<file path="src/rtl/fano_enc_ctrl.sv">
`default_nettype none
// ============================================================================
// Module   : fano_enc_ctrl
// Brief    : Sequencing controller ahead of the Fano convolutional encoder:
//            word issue, in-flight tracking, drain/reset/resume on reconfig.
//            Optional drain watchdog enabled by FANO_CTRL_WDOG_EN.
// Revision : 1.0 - initial release
// ============================================================================
module fano_enc_ctrl #(
    parameter int DATA_W     = 89,
    parameter int LATENCY    = 8,
    parameter int RST_CYCLES = 2
) (
    input  logic              clk,
    input  logic              reset,
    input  logic              s_vld,
    output logic              s_rdy,
    input  logic [DATA_W-1:0] s_data,
    input  logic              cfg_req,
    input  logic [1:0]        cfg_code_rate,
    input  logic              cfg_diff_en,
    output logic              cfg_rdy,
    output logic              cfg_done,
    output logic              enc_reset_n,
    output logic [1:0]        enc_code_rate,
    output logic              enc_diff_en,
    output logic              enc_vld,
    output logic [DATA_W-1:0] enc_data,
    input  logic              enc_o_vld,
    output logic              o_busy,
    output logic              o_err
);

    localparam int c_IF_W = $clog2(LATENCY + 2);
    localparam int c_RC_W = (RST_CYCLES > 1) ? $clog2(RST_CYCLES) : 1;
    localparam logic [c_RC_W-1:0] c_RST_LAST = c_RC_W'(RST_CYCLES - 1);

    localparam logic [1:0] c_ST_RST    = 2'd0;
    localparam logic [1:0] c_ST_SETTLE = 2'd1;
    localparam logic [1:0] c_ST_RUN    = 2'd2;
    localparam logic [1:0] c_ST_DRAIN  = 2'd3;

    logic [1:0]        r_state;
    logic [1:0]        w_state_nxt;
    logic [c_RC_W-1:0] r_rst_cnt;
    logic [c_IF_W-1:0] r_inflight;
    logic [1:0]        r_pend_rate;
    logic              r_pend_diff;
    logic [1:0]        w_pend_rate_nxt;
    logic              w_pend_diff_nxt;

    logic              r_s_rdy;
    logic              r_cfg_rdy;
    logic              r_cfg_done;
    logic              r_enc_reset_n;
    logic [1:0]        r_enc_code_rate;
    logic              r_enc_diff_en;
    logic              r_enc_vld;
    logic [DATA_W-1:0] r_enc_data;
    logic              r_busy;
    logic              r_err;

    logic w_accept;
    logic w_cfg_acc;
    logic w_dec;
    logic w_drained;
    logic w_wdog_fire;
    logic w_err_set;

    assign w_accept  = s_vld & r_s_rdy;
    assign w_cfg_acc = cfg_req & r_cfg_rdy;
    assign w_dec     = enc_o_vld && (r_inflight != '0);
    assign w_drained = (r_inflight == '0) && !r_enc_vld;

    // Rate 3 is illegal: it is still accepted but falls back to rate 1/2
    assign w_pend_rate_nxt = w_cfg_acc ? ((cfg_code_rate == 2'd3) ? 2'd0 : cfg_code_rate)
                                       : r_pend_rate;
    assign w_pend_diff_nxt = w_cfg_acc ? cfg_diff_en : r_pend_diff;

    assign w_err_set = (cfg_req && !r_cfg_rdy)
                    || (w_cfg_acc && (cfg_code_rate == 2'd3))
                    || (enc_o_vld && (r_inflight == '0))
                    || w_wdog_fire;

`ifdef FANO_CTRL_WDOG_EN
    localparam int c_WD_W = $clog2(LATENCY + 4);
    localparam logic [c_WD_W-1:0] c_WD_LAST = c_WD_W'(LATENCY + 3);

    logic [c_WD_W-1:0] r_wd_cnt;

    always_ff @(posedge clk) begin
        if (reset || (r_state != c_ST_DRAIN)) begin
            r_wd_cnt <= '0;
        end else if (r_wd_cnt != c_WD_LAST) begin
            r_wd_cnt <= r_wd_cnt + 1'b1;
        end
    end

    assign w_wdog_fire = (r_state == c_ST_DRAIN) && !w_drained && (r_wd_cnt == c_WD_LAST);
`else
    assign w_wdog_fire = 1'b0;
`endif

    always_comb begin
        w_state_nxt = r_state;
        case (r_state)
            c_ST_RST:    if (r_rst_cnt == c_RST_LAST) w_state_nxt = c_ST_SETTLE;
            c_ST_SETTLE: w_state_nxt = c_ST_RUN;
            c_ST_RUN:    if (cfg_req) w_state_nxt = c_ST_DRAIN;
            c_ST_DRAIN:  if (w_drained || w_wdog_fire) w_state_nxt = c_ST_RST;
            default:     w_state_nxt = c_ST_RST;
        endcase
    end

    always_ff @(posedge clk) begin
        if (reset) begin
            r_state   <= c_ST_RST;
            r_rst_cnt <= '0;
        end else begin
            r_state <= w_state_nxt;
            if ((r_state == c_ST_RST) && (r_rst_cnt != c_RST_LAST)) begin
                r_rst_cnt <= r_rst_cnt + 1'b1;
            end else begin
                r_rst_cnt <= '0;
            end
        end
    end

    always_ff @(posedge clk) begin
        if (reset || w_wdog_fire) begin
            r_inflight <= '0;
        end else begin
            case ({r_enc_vld, w_dec})
                2'b10:   r_inflight <= r_inflight + 1'b1;
                2'b01:   r_inflight <= r_inflight - 1'b1;
                default: r_inflight <= r_inflight;
            endcase
        end
    end

    // Control outputs are registered from the next state so they line up with it
    always_ff @(posedge clk) begin
        if (reset) begin
            r_pend_rate     <= 2'd0;
            r_pend_diff     <= 1'b0;
            r_s_rdy         <= 1'b0;
            r_cfg_rdy       <= 1'b0;
            r_cfg_done      <= 1'b0;
            r_enc_reset_n   <= 1'b0;
            r_enc_code_rate <= 2'd0;
            r_enc_diff_en   <= 1'b0;
            r_enc_vld       <= 1'b0;
            r_enc_data      <= '0;
            r_busy          <= 1'b1;
            r_err           <= 1'b0;
        end else begin
            r_pend_rate   <= w_pend_rate_nxt;
            r_pend_diff   <= w_pend_diff_nxt;
            r_s_rdy       <= (w_state_nxt == c_ST_RUN);
            r_cfg_rdy     <= (w_state_nxt == c_ST_RUN) || (w_state_nxt == c_ST_DRAIN);
            r_cfg_done    <= (r_state == c_ST_SETTLE);
            r_enc_reset_n <= (w_state_nxt != c_ST_RST);
            r_busy        <= (w_state_nxt != c_ST_RUN);
            r_enc_vld     <= w_accept;
            if (w_state_nxt == c_ST_RST) begin
                r_enc_code_rate <= w_pend_rate_nxt;
                r_enc_diff_en   <= w_pend_diff_nxt;
            end
            if (w_accept) begin
                r_enc_data <= s_data;
            end
            if (w_err_set) begin
                r_err <= 1'b1;
            end
        end
    end

    assign s_rdy         = r_s_rdy;
    assign cfg_rdy       = r_cfg_rdy;
    assign cfg_done      = r_cfg_done;
    assign enc_reset_n   = r_enc_reset_n;
    assign enc_code_rate = r_enc_code_rate;
    assign enc_diff_en   = r_enc_diff_en;
    assign enc_vld       = r_enc_vld;
    assign enc_data      = r_enc_data;
    assign o_busy        = r_busy;
    assign o_err         = r_err;

endmodule
`default_nettype wire

</file>
<file path="config.mk">
export PLATFORM = sky130hd
export DESIGN_NAME = fano_enc_ctrl
export DESIGN_NICKNAME = d
export VERILOG_FILES = /design/src/rtl/fano_enc_ctrl.sv
export SDC_FILE = /design/constraint.sdc
export NUM_CORES = 1
export LEC_CHECK = 0
export CAP_MARGIN = 0
export CELL_PAD_IN_SITES_DETAIL_PLACEMENT = 0
export CELL_PAD_IN_SITES_GLOBAL_PLACEMENT = 1
export CORE_MARGIN = 8
export CORE_UTILIZATION = 25
export DETAILED_ROUTE_END_ITERATION = 8
export HOLD_SLACK_MARGIN = 0.12
export PLACE_DENSITY = 0.79
export REMOVE_ABC_BUFFERS = 1
export SYNTH_ARGS = -nofsm -noshare
export SYNTH_HDL_FRONTEND = slang
export SYNTH_SLANG_ARGS = --single-unit
</file>
<file path="constraint.sdc">
create_clock -name clk -period 2.56 [get_ports clk]
set_clock_uncertainty 0.05 [all_clocks]
set_input_delay 0.64 -clock clk [delete_from_list [all_inputs] [get_ports clk]]
set_output_delay 0.64 -clock clk [all_outputs]
set_load 0.01 [all_outputs]
</file>
==> results of run 1 <==
[path summary, 6_finish.rpt]
| kind | start | endpoint | cells after the start | slack (ns) |
|---|---|---|---|---|
| worst max-delay path | r_inflight[3] | r_inflight[3] | 7 | 0.1 |
| worst min-delay path | enc_data[63] | enc_data[63] | 2 | 0.40 |
| worst max register to register | r_inflight[3] | r_inflight[3] | 7 | 0.1 |
| worst min register to register | enc_data[63] | enc_data[63] | 2 | 0.40 |
[routing by layer]
layer / up-vias / track usage (%) / wire (µm)
li1: 1902 / - / -
met1: 1734 / 15.2 / 5640
met2: 132 / 20.7 / 5870
met3: 19 / 4.55 / 1160
met4: 2 / 4.74 / 220
met5: - / 0 / 13
[where the power goes]
group	internal (µW)	total, µW	switching [µW]
logic	327	576	249
registers	1770	1820	45.9
clock network	854	1460	602
total	2950	3850	897
[cell usage after synthesis]
master	number	area (µm²)
nor2_2	1	6.26
nor2b_1	2	12.5
or3b_2	1	8.76
buf_2	2	10.0
ha_1	3	37.5
xor2_1	3	26.3
nand2b_1	1	6.26
mux2_2	1	11.3
and2_1	1	6.26
nor3_1	3	15.0
buf_1	4	15.0
or4_4	1	11.3
nor4_1	1	6.26
mux2i_1	2	20.0
o31ai_4	1	21.3
nor2_1	11	41.3
nor4b_1	1	8.76
o21ai_0	3	15.0
buf_6	1	11.3
dfxtp_1	109	2180
inv_1	2	7.51
or3_1	2	12.5
a221oi_1	1	8.76
and2_2	1	7.51
clkbuf_1	26	97.6
a21o_1	1	7.51
a21oi_1	95	475
o22a_1	3	26.3
nand4b_1	2	17.5
o31ai_1	1	7.51
nand2_1	187	702
nor4bb_1	1	10.0
nand3_1	1	5.00
[per-stage QoR]
stage	hold slack [ns]	area, µm²	utilization, %
2_1_floorplan	0.378	3720	-
3_3_place_gp	0.391	6030	39.8
3_5_place_dp	0.396	6030	39.8
4_1_cts	0.405	6340	41.9
5_1_grt	0.423	6370	42.1
6_report	0.402	6370	42.1
[critical path, delay by kind of cell (launching register included)]
family                     cells  cell delay [ns]
muxes                          1             0.36
and+or+nand+nor                3             1.06
DFF                            1             0.34
adders and majority gates      1             0.31
AOI/OAI and AO/OA              2             0.23
[layout by cell type, fill, tap and decap left out, drive strengths merged, types with 2 or more instances in the layout]
cell type	synthesis	routed
nand4b	2	2
ha	3	3
o21ai	3	3
or3	2	2
bufinv	0	2
clkbuf	26	11
clkinv	0	3
nor3	3	3
nor2b	2	2
nor2	12	12
nand2	187	187
and2	2	2
mux2i	2	2
clkdlybuf4s50	0	194
buf	7	9
dfxtp	109	109
inv	2	2
o31ai	2	2
o22a	3	3
a21oi	95	95
xor2	3	3
[final cells by class]
type	count	area, µm²	area share [%]
Clock buffer	11	233	3.65
Multi-Input combinational cell	331	1580	24.8
Clock inverter	5	75.1	1.18
Sequential cell	109	2180	34.2
Inverter	2	7.51	0.118
Timing Repair Buffer	203	2060	32.3
Tap cell	188	235	3.69
[registers in the layout, summed over array words and instances (netlist names)]
name,cells
enc_data,89
cfg_rdy,1
s_rdy,1
r_inflight,4
o_busy,1
r_pend_diff,1
o_err,1
enc_reset_n,1
r_pend_rate,2
enc_vld,1
r_rst_cnt,1
r_state,2
enc_code_rate,2
cfg_done,1
enc_diff_en,1
[cell families after synthesis]
| family | synth area share [%] |
|---|---|
| simple gates | 22.7 |
| fa+ha+maj | 0.973 |
| flops | 56.6 |
| buf+inv | 3.67 |
| xor+xnor | 0.681 |
| compound gates | 14.6 |
| mux | 0.811 |
[what timing repair did]
action                                  in CTS  in global routing
pin swaps                                    1                  1
gates resized for setup                      1                  7
endpoints found under the setup margin       2                  2
==> run metrics, run 1 <==
hpwl dp 9.38 mm; 1st-pass router iterations 4; final non-filler cell total 849; layout cells sized above 1 5.45%; Longest Clk Path Bufs 2; Area Growth Syn to Fin 65.3%; worst setup margin 0.0952 ns; setup TNS 0 ns; initial drt markers 132; Pwr Density 604 nW/µm²; Max-slew headroom 64.6%; Hold Vio Cnt, Final 0; placed cells 833; final-layout fill cell count 1491; Initial Util 25.5%; fin crit share 96.3%; Startpoint Class register; Vias 3789; Tot Pwr 3850 µW; CTS tree done; RSZ-0062 raised after global routing false; largest net degree at the start of global routing 63; Worst VDD drop 0.292 mV; vias in the first global route 3788; Post-Route WL 12.9 mm; clk sinks 109; crit end category register; CP cell instances or4_4 -> and2_4 -> ha_2 -> nor4bb_4 -> o21ai_0 -> o31ai_1 -> mux2_2; GP Congestion 0.854; post-route antenna net violation count 0; initial antenna violation count 1; max-slew violations 0; crit-path max FO 5; # Max-Cap Violations 0; nets@finish 756; Die ar. 19700 µm²; fmax 406 MHz; slowest stage delay, CP 0.56 ns; Overall Global Routing Usage 12.7%; DR vias/cell 4.46; synthesized cell area 3860 µm²; min Tclk post-route 2.46 ns; DRC errors left 0; Routed WL per cell 15.2 µm; Die W 140 µm; hold buffers post-CTS 0; Crit path arrival time 2.64 ns; Ant. Diodes 0; worst setup path category reg -> reg; Root Buffer clkbuf_16; Tightest Hold Check Type reg -> reg; leakage 0.00219 µW; run status complete, no violations; sequential share of the synthesized area 56.6%; Slowest-stage cell, CP or4_4; pre-CTS WS -0.138 ns; Num CTS Buffers 9; first-pass GRT wire length 20.1 mm; Die H 140 µm; synthesized instance count 475; CORE AREA 15100 µm²; num rows 45; Worst-Skew Late Latency 0.34 ns; H-Tree Depth 3; final setup fails 0; Yosys Warn Count 0; Least-Margin Pin Slew 0.531 ns; Post-CTS Setup Repair Bufs 0; Remaining Overflow, GRT 0; syn_area_per_cell 8.12 µm²; Reg clk slew, reported paths 0.06 ns; post-synth cell types 33; required time worst endpoint 2.74 ns; input/output buffers 195; I/O Pins 196; number of synthesized register bits 109
(Power assumes the default switching activity.)
==> inputs of run 2 (changes only) <==
Settings changed: ABC_AREA from default to 1, CORE_ASPECT_RATIO from default to 1.2, PLACE_DENSITY 0.79 to 0.8.
==> run 2 against run 1 <==
Effect of this change: wire length shrank 2.0%; critical path depth grew 5; non-clock buffer count shrank 3; final cell count grew 5.5%; synthesized cell count grew 5.5%; worst setup slack gained 0.14 ns; critical path type is now in -> reg; largest cell class unchanged; largest power group unchanged.
==> run metrics, run 2 <==
vias in the first global route 3958 (+4.5%); post-route antenna net violation count 0 (unchanged); most frequent cell on the critical path inv_1; max reg flops 89 (unchanged); main area contributors after synthesis dfxtp_1, nor2_1, o21ai_0, nand2_1, inv_1; initial antenna violation count 0 (-1); nets@finish 783 (+3.6%); Synth Area in Adders 0.964% (-0.0091 points); largest net degree at the start of global routing 89 (+41%); clk sinks 109 (unchanged); GP Congestion 0.741 (-13%); crit end category register; Area Growth Syn to Fin 63.2%; run status complete, no violations; Primary FF master, synth dfxtp_1; Reg clk slew, reported paths 0.07 ns (about the same); initial drt markers 130 (-1.5%); slowest stage delay, CP 0.48 ns (-0.08 ns); layout cells sized above 1 4.51% (-0.94 points); hpwl dp 9.27 mm (-1.1%); post-synth cell types 24 (-27%); I/O Pins 196 (unchanged); Slowest-stage cell, CP clkdlybuf4s50_1; Hold Path Sink r_rst_cnt; Yosys Warn Count 0 (unchanged); sequential share of power 42.2% (-5.0 points); Die ar. 19800 µm² (+0.92%); fin crit share 90.7% (-5.6 points); EDFF count, synth 0 (unchanged); min Tclk post-route 2.32 ns (-0.143 ns); proportion of synthesized area in mux cells 0% (-0.81 points); hold-critical path depth 1 (-1); Tot Pwr 4860 µW (+26%); leading area contributor after synthesis dfxtp_1; Sw Share 29.8% (+6.5 points); Post-synth ARST share 0% (unchanged); crit-path max FO 4 (-1); num rows 50 (+11%); number of synthesized register bits 109 (unchanged); Synth Area in XOR/XNOR 0.450% (-0.23 points); leakage 0.00240 µW (+9.8%); final setup fails 0 (unchanged); H-Tree Depth 3 (unchanged); Root Buffer clkbuf_16; DR vias/cell 4.26 (-4.5%); DRC errors left 0 (unchanged); CTS tree done; Routed WL per cell 14.1 µm (-7.2%); Pwr Density 765 nW/µm² (+27%); Clk pwr share 29.5% (-8.3 points); required time worst endpoint 2.75 ns (about the same); Tightest Hold Check Type reg -> reg; Post-CTS Setup Repair Bufs 0 (unchanged); Longest Clk Path Bufs 2 (unchanged); input/output buffers 195 (unchanged); CP cell instances clkdlybuf4s50_1 -> inv_1 -> a21oi_1 -> ha_1 -> nand2_1 -> inv_1 -> nor2_4 -> ha_1 -> a21oi_1 -> xnor2_1 -> o21ai_0 -> inv_1; hold buffers post-CTS 0 (unchanged); Worst VDD drop 0.310 mV (+6.4%); post-route cell area 6350 µm² (-0.31%); sequential share of the synthesized area 56.0% (-0.53 points); Worst-Skew Late Latency 0.35 ns (about the same); Post-DP Area 6050 µm² (+0.29%); reg-to-reg slack, setup 0.42 ns (+0.32 ns); Die H 153 µm (+8.9%); top-count cell post-synth nor2_1; max-slew violations 0 (unchanged); syn_area_per_cell 7.77 µm² (-4.3%); most frequent cells after synthesis nor2_1, dfxtp_1, o21ai_0, nand2_1, inv_1; CORE AREA 15500 µm² (+2.0%); Startpoint Class primary input; Num CTS Buffers 9 (unchanged); Hold Vio Cnt, Final 0 (unchanged); top cell type's share of synthesized area 56.0% (-0.53 points); largest family of logic cells by synthesized area simple AND/OR/NAND/NOR gates; worst setup path category in -> reg; Post-Route WL 12.6 mm (-2.0%); Initial Util 25.2% (-0.27 points); Reg2Reg Capture Point r_inflight[2]; synthesized instance count 501 (+5.5%); Ant. Diodes 0 (unchanged); synthesized cell area 3890 µm² (+0.94%); Synth Area in Simple Gates 23.2% (+0.43 points); Gate power share 28.3% (+13 points); fmax 431 MHz (+6.2%); Least-Margin Pin Slew 0.448 ns (-0.0828 ns); Overall Global Routing Usage 12.8% (+0.093 points); most common cell after layout, fill and taps aside clkdlybuf4s50_1; PostCTS Resize Cnt 0 (-1); Internal 3410 µW (+16%); Vias 3817 (+0.74%); # Max-Cap Violations 0 (unchanged); hold_ws 0.386 ns (-0.0157 ns); 1st-pass router iterations 4 (unchanged); Remaining Overflow, GRT 0 (unchanged); first-pass GRT wire length 20.1 mm (about the same); Max-slew headroom 70.1% (+5.5 points); crit-path leading delay family buffers and inverters; Worst R2R Path Depth 11 (+4); Buf+Inv Stages, Crit Path 4 (+4); RSZ-0062 raised after global routing false; Crit path arrival time 2.52 ns (-0.12 ns); net load switching power 1450 µW (+62%); Die W 130 µm (-7.3%); Worst Hold Launch r_rst_cnt; final-layout fill cell count 1605 (+7.6%); commonest non-fill, non-tap cells in the layout clkdlybuf4s50_1, nor2_1, dfxtp_1; RR Startpoint r_inflight[0]; Synth Area in Compound Gates 13.7% (-0.87 points)
## run 2: worst max-delay path by stage
stage              start       endpoint  cells after the start
2_1_floorplan      s_vld    enc_data[0]                      4
3_3_place_gp   enc_o_vld  r_inflight[2]                     12
3_5_place_dp   enc_o_vld  r_inflight[2]                     12
4_1_cts        enc_o_vld  r_inflight[2]                     12
5_1_grt        enc_o_vld  r_inflight[2]                     12
6_report       enc_o_vld  r_inflight[2]                     12
## run 2: cell type report
class | instances | area [µm²] | area share (%)
clock buffers | 10 | 239 | 3.76
multi-input cells | 340 | 1490 | 23.4
repair buffers | 200 | 2030 | 31.9
well taps | 208 | 260 | 4.10
flip-flops and latches | 109 | 2180 | 34.3
inverters | 23 | 86.3 | 1.36
clock inverters | 6 | 70.1 | 1.10
## run 2: metal layers
metal	global-route usage, %	vias to the layer above	wire length, µm
li1	-	1946	-
met1	12.9	1736	4890
met2	22.1	120	6310
met3	5.50	15	1150
met4	6.32	0	285
met5	0	-	0
## run 2: cells by family after synthesis
| logic type | after synthesis |
|---|---|
| AO/OA/AOI/OAI | 106 |
| XOR/XNOR | 2 |
| adder cells (fa/ha/maj) | 3 |
| buffers and inverters | 52 |
| flip-flops | 109 |
| AND/OR/NAND/NOR | 229 |
## run 2: per-stage QoR
| stage | worst slack [ns] | cells | util [%] | setup TNS (ns) |
|---|---|---|---|---|
| 2_1_floorplan | 0.227 | 472 | - | 0 |
| 3_3_place_gp | 0.0234 | 880 | 39.1 | 0 |
| 3_5_place_dp | -0.0878 | 880 | 39.1 | -0.0878 |
| 4_1_cts | 0.278 | 896 | 41.1 | 0 |
| 5_1_grt | 0.0981 | 896 | 41.1 | 0 |
| 6_report | 0.238 | 896 | 41.1 | 0 |
## run 2: worst register-to-register path, delay by kind of cell (launching register included)
kind	cells	cell delay [ns]
AO/OA/AOI/OAI	3	0.48
XOR/XNOR	1	0.12
adder cells (fa/ha/maj)	2	0.42
buffers and inverters	2	0.20
flip-flops	1	0.36
AND/OR/NAND/NOR	3	0.41
## run 2: power by group through the flow
stage,combinational [µW],clock [µW],sequential [µW]
after global placement,1350,0,2080
final,1370,1440,2050
after CTS,1400,1500,2050
after floorplan,599,0,2160
after detailed placement,1390,0,2090
after global routing,1520,1550,2080
